**src/rtl/ro_measure_ctrl_pkg.sv**
```systemverilog
// Shared definitions for the ring-oscillator measurement controller:
// FSM state encoding and the default frame header byte.
package ro_measure_ctrl_pkg;

   typedef enum logic [2:0] {
      ST_IDLE    = 3'd0,
      ST_SETTLE  = 3'd1,
      ST_ARM     = 3'd2,
      ST_MEASURE = 3'd3,
      ST_SEND    = 3'd4
   } state_e;

   localparam logic [7:0] HDR_DEFAULT = 8'hA4;
   localparam int         BYTE_W      = 8;

endpackage

```
**src/rtl/ro_edge_counter.sv**
```systemverilog
// Synchronizes the raw RO output, detects rising edges and counts them into a
// saturating counter with a sticky overflow bit.
module ro_edge_counter #(
   parameter int CNT_W    = 24,
   parameter int SYNC_STG = 2
) (
   input  logic             clk,
   input  logic             rst_n,
   input  logic             ro_in,
   input  logic             clr,
   input  logic             en,
   output logic [CNT_W-1:0] cnt_now,
   output logic             ovf_now
);

   logic [SYNC_STG-1:0] sync_q;
   logic                prev_q;
   logic [CNT_W-1:0]    cnt_q, cnt_d;
   logic                ovf_q, ovf_d;
   logic                rise;

   assign rise = sync_q[SYNC_STG-1] & ~prev_q;

   always_comb begin
      cnt_d = cnt_q;
      ovf_d = ovf_q;
      if (clr) begin
         cnt_d = '0;
         ovf_d = 1'b0;
      end else if (en && rise) begin
         if (&cnt_q) ovf_d = 1'b1;
         else        cnt_d = cnt_q + 1'b1;
      end
   end

   // The controller latches the next-state values so an edge in the window's
   // final cycle is still part of the result.
   assign cnt_now = cnt_d;
   assign ovf_now = ovf_d;

   always_ff @(posedge clk or negedge rst_n) begin
      if (!rst_n) begin
         sync_q <= '0;
         prev_q <= 1'b0;
         cnt_q  <= '0;
         ovf_q  <= 1'b0;
      end else begin
         sync_q <= {sync_q[SYNC_STG-2:0], ro_in};
         prev_q <= sync_q[SYNC_STG-1];
         cnt_q  <= cnt_d;
         ovf_q  <= ovf_d;
      end
   end

endmodule

```
**src/rtl/ro_measure_ctrl.sv**
```systemverilog
// Ring-oscillator measurement sequencer: settle, align to the window timer,
// count one window of RO edges, then stream header + count to the UART.
module ro_measure_ctrl
   import ro_measure_ctrl_pkg::*;
#(
   parameter int          CNT_W      = 24,
   parameter int          NBYTES     = 3,
   parameter int          SYNC_STG   = 2,
   parameter int          SETTLE_CYC = 16,
   parameter logic [7:0]  HDR        = HDR_DEFAULT
) (
   input  logic             clk,
   input  logic             rst_n,
   input  logic             start,
   input  logic             cont_mode,
   input  logic             abort,
   input  logic             win_done,
   input  logic             ro_in,
   output logic             ro_en,
   output logic [7:0]       tx_data,
   output logic             tx_valid,
   input  logic             tx_ready,
   output logic [CNT_W-1:0] result,
   output logic             result_valid,
   output logic             overflow,
   output logic             busy
);

   localparam int IDX_W = $clog2(NBYTES + 1);
   localparam int SET_W = (SETTLE_CYC > 1) ? $clog2(SETTLE_CYC) : 1;
   localparam int PAD_W = NBYTES * BYTE_W;

   state_e              state_q;
   logic [SET_W-1:0]    settle_q;
   logic                ro_en_q;
   logic [CNT_W-1:0]    result_q;
   logic                ovf_q;
   logic                rv_q;
   logic                tx_valid_q;
   logic [7:0]          tx_data_q;
   logic [PAD_W-1:0]    shift_q;
   logic [IDX_W-1:0]    idx_q;
   logic                abort_pend_q;

   logic [CNT_W-1:0]    cnt_now;
   logic                ovf_now;
   logic [PAD_W-1:0]    result_pad;

   assign result_pad = PAD_W'(result_q);

   ro_edge_counter #(
      .CNT_W    (CNT_W),
      .SYNC_STG (SYNC_STG)
   ) u_edge_counter (
      .clk     (clk),
      .rst_n   (rst_n),
      .ro_in   (ro_in),
      .clr     ((state_q == ST_ARM) && win_done),
      .en      (state_q == ST_MEASURE),
      .cnt_now (cnt_now),
      .ovf_now (ovf_now)
   );

   always_ff @(posedge clk or negedge rst_n) begin
      if (!rst_n) begin
         state_q      <= ST_IDLE;
         settle_q     <= '0;
         ro_en_q      <= 1'b0;
         result_q     <= '0;
         ovf_q        <= 1'b0;
         rv_q         <= 1'b0;
         tx_valid_q   <= 1'b0;
         tx_data_q    <= '0;
         shift_q      <= '0;
         idx_q        <= '0;
         abort_pend_q <= 1'b0;
      end else begin
         rv_q <= 1'b0;
         case (state_q)
            ST_IDLE: begin
               if (start && !abort) begin
                  state_q  <= ST_SETTLE;
                  ro_en_q  <= 1'b1;
                  settle_q <= '0;
               end
            end
            ST_SETTLE: begin
               if (abort) begin
                  state_q <= ST_IDLE;
                  ro_en_q <= 1'b0;
               end else if (settle_q == SET_W'(SETTLE_CYC - 1)) begin
                  state_q <= ST_ARM;
               end else begin
                  settle_q <= settle_q + 1'b1;
               end
            end
            ST_ARM: begin
               if (abort) begin
                  state_q <= ST_IDLE;
                  ro_en_q <= 1'b0;
               end else if (win_done) begin
                  state_q <= ST_MEASURE;
               end
            end
            ST_MEASURE: begin
               if (abort) begin
                  state_q <= ST_IDLE;
                  ro_en_q <= 1'b0;
               end else if (win_done) begin
                  result_q <= cnt_now;
                  ovf_q    <= ovf_now;
                  rv_q     <= 1'b1;
                  idx_q    <= '0;
                  state_q  <= ST_SEND;
               end
            end
            ST_SEND: begin
               // An abort here only marks the frame as the last one.
               if (abort) abort_pend_q <= 1'b1;
               if (rv_q) begin
                  tx_valid_q <= 1'b1;
                  tx_data_q  <= {HDR[7:1], ovf_q};
                  shift_q    <= result_pad;
                  idx_q      <= '0;
               end else if (tx_valid_q && tx_ready) begin
                  if (idx_q == IDX_W'(NBYTES)) begin
                     tx_valid_q   <= 1'b0;
                     abort_pend_q <= 1'b0;
                     if (cont_mode && !abort_pend_q && !abort) begin
                        state_q <= ST_ARM;
                     end else begin
                        state_q <= ST_IDLE;
                        ro_en_q <= 1'b0;
                     end
                  end else begin
                     tx_data_q <= shift_q[PAD_W-1 -: BYTE_W];
                     shift_q   <= shift_q << BYTE_W;
                     idx_q     <= idx_q + 1'b1;
                  end
               end
            end
            default: begin
               state_q <= ST_IDLE;
               ro_en_q <= 1'b0;
            end
         endcase
      end
   end

   assign ro_en        = ro_en_q;
   assign tx_data      = tx_data_q;
   assign tx_valid     = tx_valid_q;
   assign result       = result_q;
   assign result_valid = rv_q;
   assign overflow     = ovf_q;
   assign busy         = (state_q != ST_IDLE);

endmodule

```
**config.mk**
```make
export PLATFORM = sky130hd
export DESIGN_NAME = ro_measure_ctrl
export DESIGN_NICKNAME = d
export VERILOG_FILES = /design/src/rtl/ro_measure_ctrl_pkg.sv /design/src/rtl/ro_edge_counter.sv /design/src/rtl/ro_measure_ctrl.sv
export SDC_FILE = /design/constraint.sdc
export NUM_CORES = 1
export LEC_CHECK = 0
export BUFFER_PORTS_ARGS = -buffer_cell sky130_fd_sc_hd__buf_2
export CAP_MARGIN = 10
export CORE_ASPECT_RATIO = 0.8
export CORE_UTILIZATION = 55
export DETAILED_ROUTE_END_ITERATION = 12
export GPL_ROUTABILITY_DRIVEN = 0
export PLACE_DENSITY = 0.81
export SLEW_MARGIN = 5
export SYNTH_ARGS = -nofsm -noshare
export SYNTH_HDL_FRONTEND = slang
export SYNTH_SLANG_ARGS = --single-unit
```
**constraint.sdc**
```tcl
create_clock -name clk -period 2.3 [get_ports clk]
set_input_delay 0.46 -clock clk [delete_from_list [all_inputs] [get_ports clk]]
set_output_delay 0.46 -clock clk [all_outputs]
set_load 0.05 [all_outputs]
```
==> impl_metrics.xml <==
<?xml version="1.0" encoding="UTF-8"?>
<metrics>
  <group name="detailed_routing">
    <metric name="routedWlPerCell" unit="um">15.3</metric>
    <metric name="detail_route.first_pass.iterations" unit="">4</metric>
    <metric name="remaining_antenna_violation_count" unit="">0</metric>
    <metric name="detail_route.vias_per_cell" unit="">5.60</metric>
    <metric name="num_vias" unit="">3264</metric>
    <metric name="routed_wl" unit="um">8910</metric>
    <metric name="drc" unit="">0</metric>
    <metric name="drt-initial-drc-count" unit="">193</metric>
  </group>
  <group name="die">
    <metric name="die_area" unit="um2">8300</metric>
    <metric name="core_area" unit="um2">7530</metric>
    <metric name="die_y" unit="um">81.7</metric>
    <metric name="start_util" unit="">0.580</metric>
    <metric name="io_pins" unit="">45</metric>
    <metric name="placementRows" unit="">28</metric>
    <metric name="fp.dieW" unit="um">102</metric>
  </group>
  <group name="timing">
    <metric name="period_utilization" unit="">0.962</metric>
    <metric name="finalCriticalPeriod" unit="ns">2.21</metric>
    <metric name="worst_pin_slew" unit="ns">1.10</metric>
    <metric name="skew" unit="ns">0.00987</metric>
    <metric name="fin_tns_setup" unit="ns">0</metric>
    <metric name="final_max_tran_viols" unit="">0</metric>
    <metric name="setup_viol" unit="">0</metric>
    <metric name="hold_viol_final" unit="">0</metric>
    <metric name="max_freq" unit="MHz">452</metric>
    <metric name="worst_rel_slew_slack" unit="">0.263</metric>
    <metric name="unrepaired_setup_endpoints_after_global_routing" unit="">false</metric>
  </group>
  <group name="global_route">
    <metric name="first_global_vias" unit="">3066</metric>
    <metric name="largest_net_degree_at_the_start_of_global_routing" unit="">99</metric>
    <metric name="grt_overall_usage" unit="">0.242</metric>
    <metric name="antenna_found_initial" unit="">0</metric>
    <metric name="grt_first_pass_wirelength" unit="um">15000</metric>
    <metric name="grt_overflow_total" unit="">0</metric>
  </group>
  <group name="clock_network">
    <metric name="clk_pin_slew" unit="ns">0.09</metric>
    <metric name="cts_setup_buffers" unit="">0</metric>
    <metric name="clk_latency_worst_skew_pair" unit="ns">0.37</metric>
    <metric name="clk_path_buf_depth" unit="">2</metric>
    <metric name="clock-sinks" unit="">98</metric>
    <metric name="tritoncts.num_buffers" unit="">9</metric>
    <metric name="cts-hold-fix-buffers" unit="">0</metric>
    <metric name="tritoncts" unit="">yes</metric>
    <metric name="htree_levels" unit="">3</metric>
    <metric name="clock-root-buffer" unit="">clkbuf_8</metric>
  </group>
  <group name="synthesis">
    <metric name="synthDominantAreaCellType" unit="">dfrtp_1</metric>
    <metric name="post_synthesis_instance_area" unit="um2">4370</metric>
    <metric name="combinational_family_with_the_most_area_after_synthesis" unit="">simple AND/OR/NAND/NOR gates</metric>
    <metric name="yosys-mux-area-fraction" unit="">0.0539</metric>
    <metric name="post_synth_xor_area_fraction" unit="">0.0482</metric>
    <metric name="yosys_warnings" unit="">0</metric>
    <metric name="ys_ff_latch" unit="">98</metric>
    <metric name="netlist.area_leader.share" unit="">0.562</metric>
    <metric name="async_flop_share" unit="">1.00</metric>
    <metric name="synthSimpleGateAreaFrac" unit="">0.184</metric>
    <metric name="yosysUniqueCellTypes" unit="">47</metric>
    <metric name="post-synth-top-count-cell" unit="">dfrtp_1</metric>
    <metric name="synth.avg_cell_area" unit="um2">10.1</metric>
    <metric name="synth.net_count" unit="">443</metric>
    <metric name="netlist_top_cells_count" unit="">dfrtp_1 (98), nand2_1 (62), nor2_1 (50)</metric>
    <metric name="adder_cell_share_of_the_synthesized_area" unit="">0.00860</metric>
    <metric name="synth_cells" unit="">432</metric>
    <metric name="primary_flip_flop_cell_chosen_by_synthesis_mapping" unit="">dfrtp_1</metric>
    <metric name="synth_enable_flop_cells" unit="">0</metric>
    <metric name="post_synth_main_area_contributors" unit="">dfrtp_1 (56%), o21ai_0 (5.5%), nand2_1 (5.3%), mux2i_1 (4.4%), nor2_1 (4.3%)</metric>
    <metric name="synth-compound-area-share" unit="">0.116</metric>
    <metric name="ys_seq_area_frac" unit="">0.562</metric>
  </group>
  <group name="critical_path">
    <metric name="ff2ff_path_depth" unit="">6</metric>
    <metric name="cpMaxStageDelayCell" unit="">or3b_1</metric>
    <metric name="worst_setup_path_endpoint" unit="">result[13]</metric>
    <metric name="worst-r2r-setup-slack" unit="ns">0.09</metric>
    <metric name="timing.critical_path.max_delay_family" unit="">simple AND/OR/NAND/NOR gates</metric>
    <metric name="critical_path_depth" unit="">6</metric>
    <metric name="r2r-end" unit="">result[13]</metric>
    <metric name="crit_path_max_fanout" unit="">7</metric>
    <metric name="cp.arrival" unit="ns">2.46</metric>
    <metric name="worstPathCellList" unit="">nand3b_1 &gt; or3b_1 &gt; a2111o_1 &gt; nor3_2 &gt; xnor2_1 &gt; o21ai_1</metric>
    <metric name="cp-startpoint" unit="">state_q[2]</metric>
    <metric name="slowest_delay" unit="ns">0.53</metric>
    <metric name="crit_end_category" unit="">flop</metric>
    <metric name="worst-setup-path-type" unit="">reg -&gt; reg</metric>
    <metric name="worst_ep_required_time" unit="ns">2.55</metric>
    <metric name="startpoint_type" unit="">flop</metric>
    <metric name="cp.buffers_inverters" unit="">0</metric>
    <metric name="critical_path.reg2reg.startpoint" unit="">state_q[2]</metric>
  </group>
  <group name="pwr">
    <metric name="power_frac_comb" unit="">0.359</metric>
    <metric name="largest_vdd_supply_drop" unit="V">0.000798</metric>
    <metric name="static-leakage-power" unit="nW">2.20</metric>
    <metric name="internal_power" unit="W">0.00342</metric>
    <metric name="power.density_cell_area" unit="nW/um2">1210</metric>
    <metric name="power.share.clock" unit="">0.200</metric>
    <metric name="power.switching" unit="W">0.00257</metric>
    <metric name="power.share.sequential" unit="">0.441</metric>
    <metric name="netSwitchingFraction" unit="">0.429</metric>
  </group>
  <group name="final_layout">
    <metric name="fillerInstances" unit="">599</metric>
    <metric name="diodes" unit="">0</metric>
    <metric name="syn_to_final_growth" unit="%">13.3</metric>
    <metric name="layout.nets" unit="">484</metric>
    <metric name="ratio_of_cells_with_drive_above_1_in_the_final_layout" unit="">0.174</metric>
    <metric name="final_cell_area" unit="um2">4950</metric>
  </group>
  <group name="placement">
    <metric name="half_perimeter_wire_length_of_the_detailed_placement_result" unit="um">6270</metric>
    <metric name="placed_cell_area" unit="um2">4720</metric>
    <metric name="buffer_ports.inserted" unit="">44</metric>
  </group>
  <group name="min_path">
    <metric name="timing.hold.worst.class" unit="">in -&gt; async</metric>
  </group>
  <group name="job">
    <metric name="timing.max_cap.violations" unit="">0</metric>
  </group>
  <group name="outcome">
    <metric name="outcome" unit="">complete, no violations</metric>
  </group>
</metrics>
[registers in the layout (all words and copies together) (netlist names)]
| register | count |
|---|---|
| state_q | 3 |
| ro_en | 1 |
| tx_data | 8 |
| result_valid | 1 |
| u_edge_counter.ovf_q | 1 |
| shift_q | 24 |
| u_edge_counter.prev_q | 1 |
| settle_q | 4 |
| tx_valid | 1 |
| abort_pend_q | 1 |
| u_edge_counter.sync_q | 2 |
| idx_q | 2 |
| result | 24 |
| u_edge_counter.cnt_q | 24 |
| overflow | 1 |
[repair_timing]
| item | 4_1_cts | 5_1_grt |
|---|---|---|
| endpoints found under the setup margin | 0 | 4 |
| hold endpoints to repair | 0 | 0 |
| gates resized for setup | 0 | 2 |
[power groups by stage]
| stage | clock (W) | sequential [W] | combinational, W |
|---|---|---|---|
| 5_1_grt | 0.00129 | 0.00270 | 0.00233 |
| 2_1_floorplan | 0 | 0.00332 | 0.000867 |
| 3_5_place_dp | 0 | 0.00266 | 0.00216 |
| 4_1_cts | 0.00123 | 0.00263 | 0.00216 |
| 6_report | 0.00120 | 0.00264 | 0.00215 |
| 3_3_place_gp | 0 | 0.00264 | 0.00210 |
[per-layer routing]
metal | wire length [um] | GRT usage | up-vias | share of wire
met5 | 0 | 0 | - | 0
met4 | 100 | 0.0913 | 0 | 0.011
met1 | 4250 | 0.342 | 1599 | 0.48
li1 | - | - | 1578 | -
met3 | 496 | 0.0579 | 10 | 0.056
met2 | 4060 | 0.365 | 77 | 0.46
[kinds of logic after synthesis]
logic type               Yosys count
AND/OR/NAND/NOR                  169
XOR/XNOR                          24
flip-flops                        98
multiplexers                      23
adder cells (fa/ha/maj)            3
AO/OA/AOI/OAI                     86
buffers and inverters             29
[area by class of cell]
type	count	area (um2)	share of cell area
clock inverters	6	91.3	0.0185
clock buffers	10	128	0.0258
repair buffers	53	303	0.0612
multi-input cells	305	1820	0.368
inverters	6	22.5	0.00455
flip-flops and latches	98	2450	0.496
well taps	105	131	0.0266
[placed cells by master, fill, tap and decap left out, drive strengths merged, types with 3 or more instances in the layout]
cell type,netlist,layout
a21oi,9,9
a22o,10,10
and3,5,5
buf,5,53
clkbuf,18,10
clkinvlp,0,3
dfrtp,98,98
ha,3,3
inv,6,6
mux2,4,4
mux2i,19,19
nand2,62,62
nand2b,6,6
nand3,9,9
nand4,10,10
nor2,50,50
nor3,8,8
nor3b,3,3
nor4,3,3
o21ai,55,55
xnor2,18,18
xor2,6,6
[how the worst min path moves through the flow]
| stage | from | to | slack, ns | cells past startpoint |
|---|---|---|---|---|
| finish | rst_n | tx_data[4] | 0.1 | 2 |
| CTS | rst_n | tx_data[4] | 0.15 | 2 |
| floorplan | rst_n | abort_pend_q | 0.16 | 0 |
| global route | rst_n | tx_data[3] | 0.16 | 2 |
| detailed placement | u_edge_counter.sync_q[0] | u_edge_counter.sync_q[1] | 0.33 | 0 |
| global placement | u_edge_counter.sync_q[0] | u_edge_counter.sync_q[1] | 0.33 | 0 |
[through the flow]
step	setup WS, ns	instances	hold WS, ns	utilization	total power [W]
after floorplan	0.199	432	0.164	-	0.00418
after global placement	0.215	567	0.333	0.626	0.00474
after detailed placement	0.151	567	0.335	0.626	0.00482
after CTS	0.140	583	0.149	0.655	0.00602
after global routing	0.0120	583	0.159	0.657	0.00633
final	0.0863	583	0.0972	0.657	0.00598
Power figures use the tool's default switching activity.
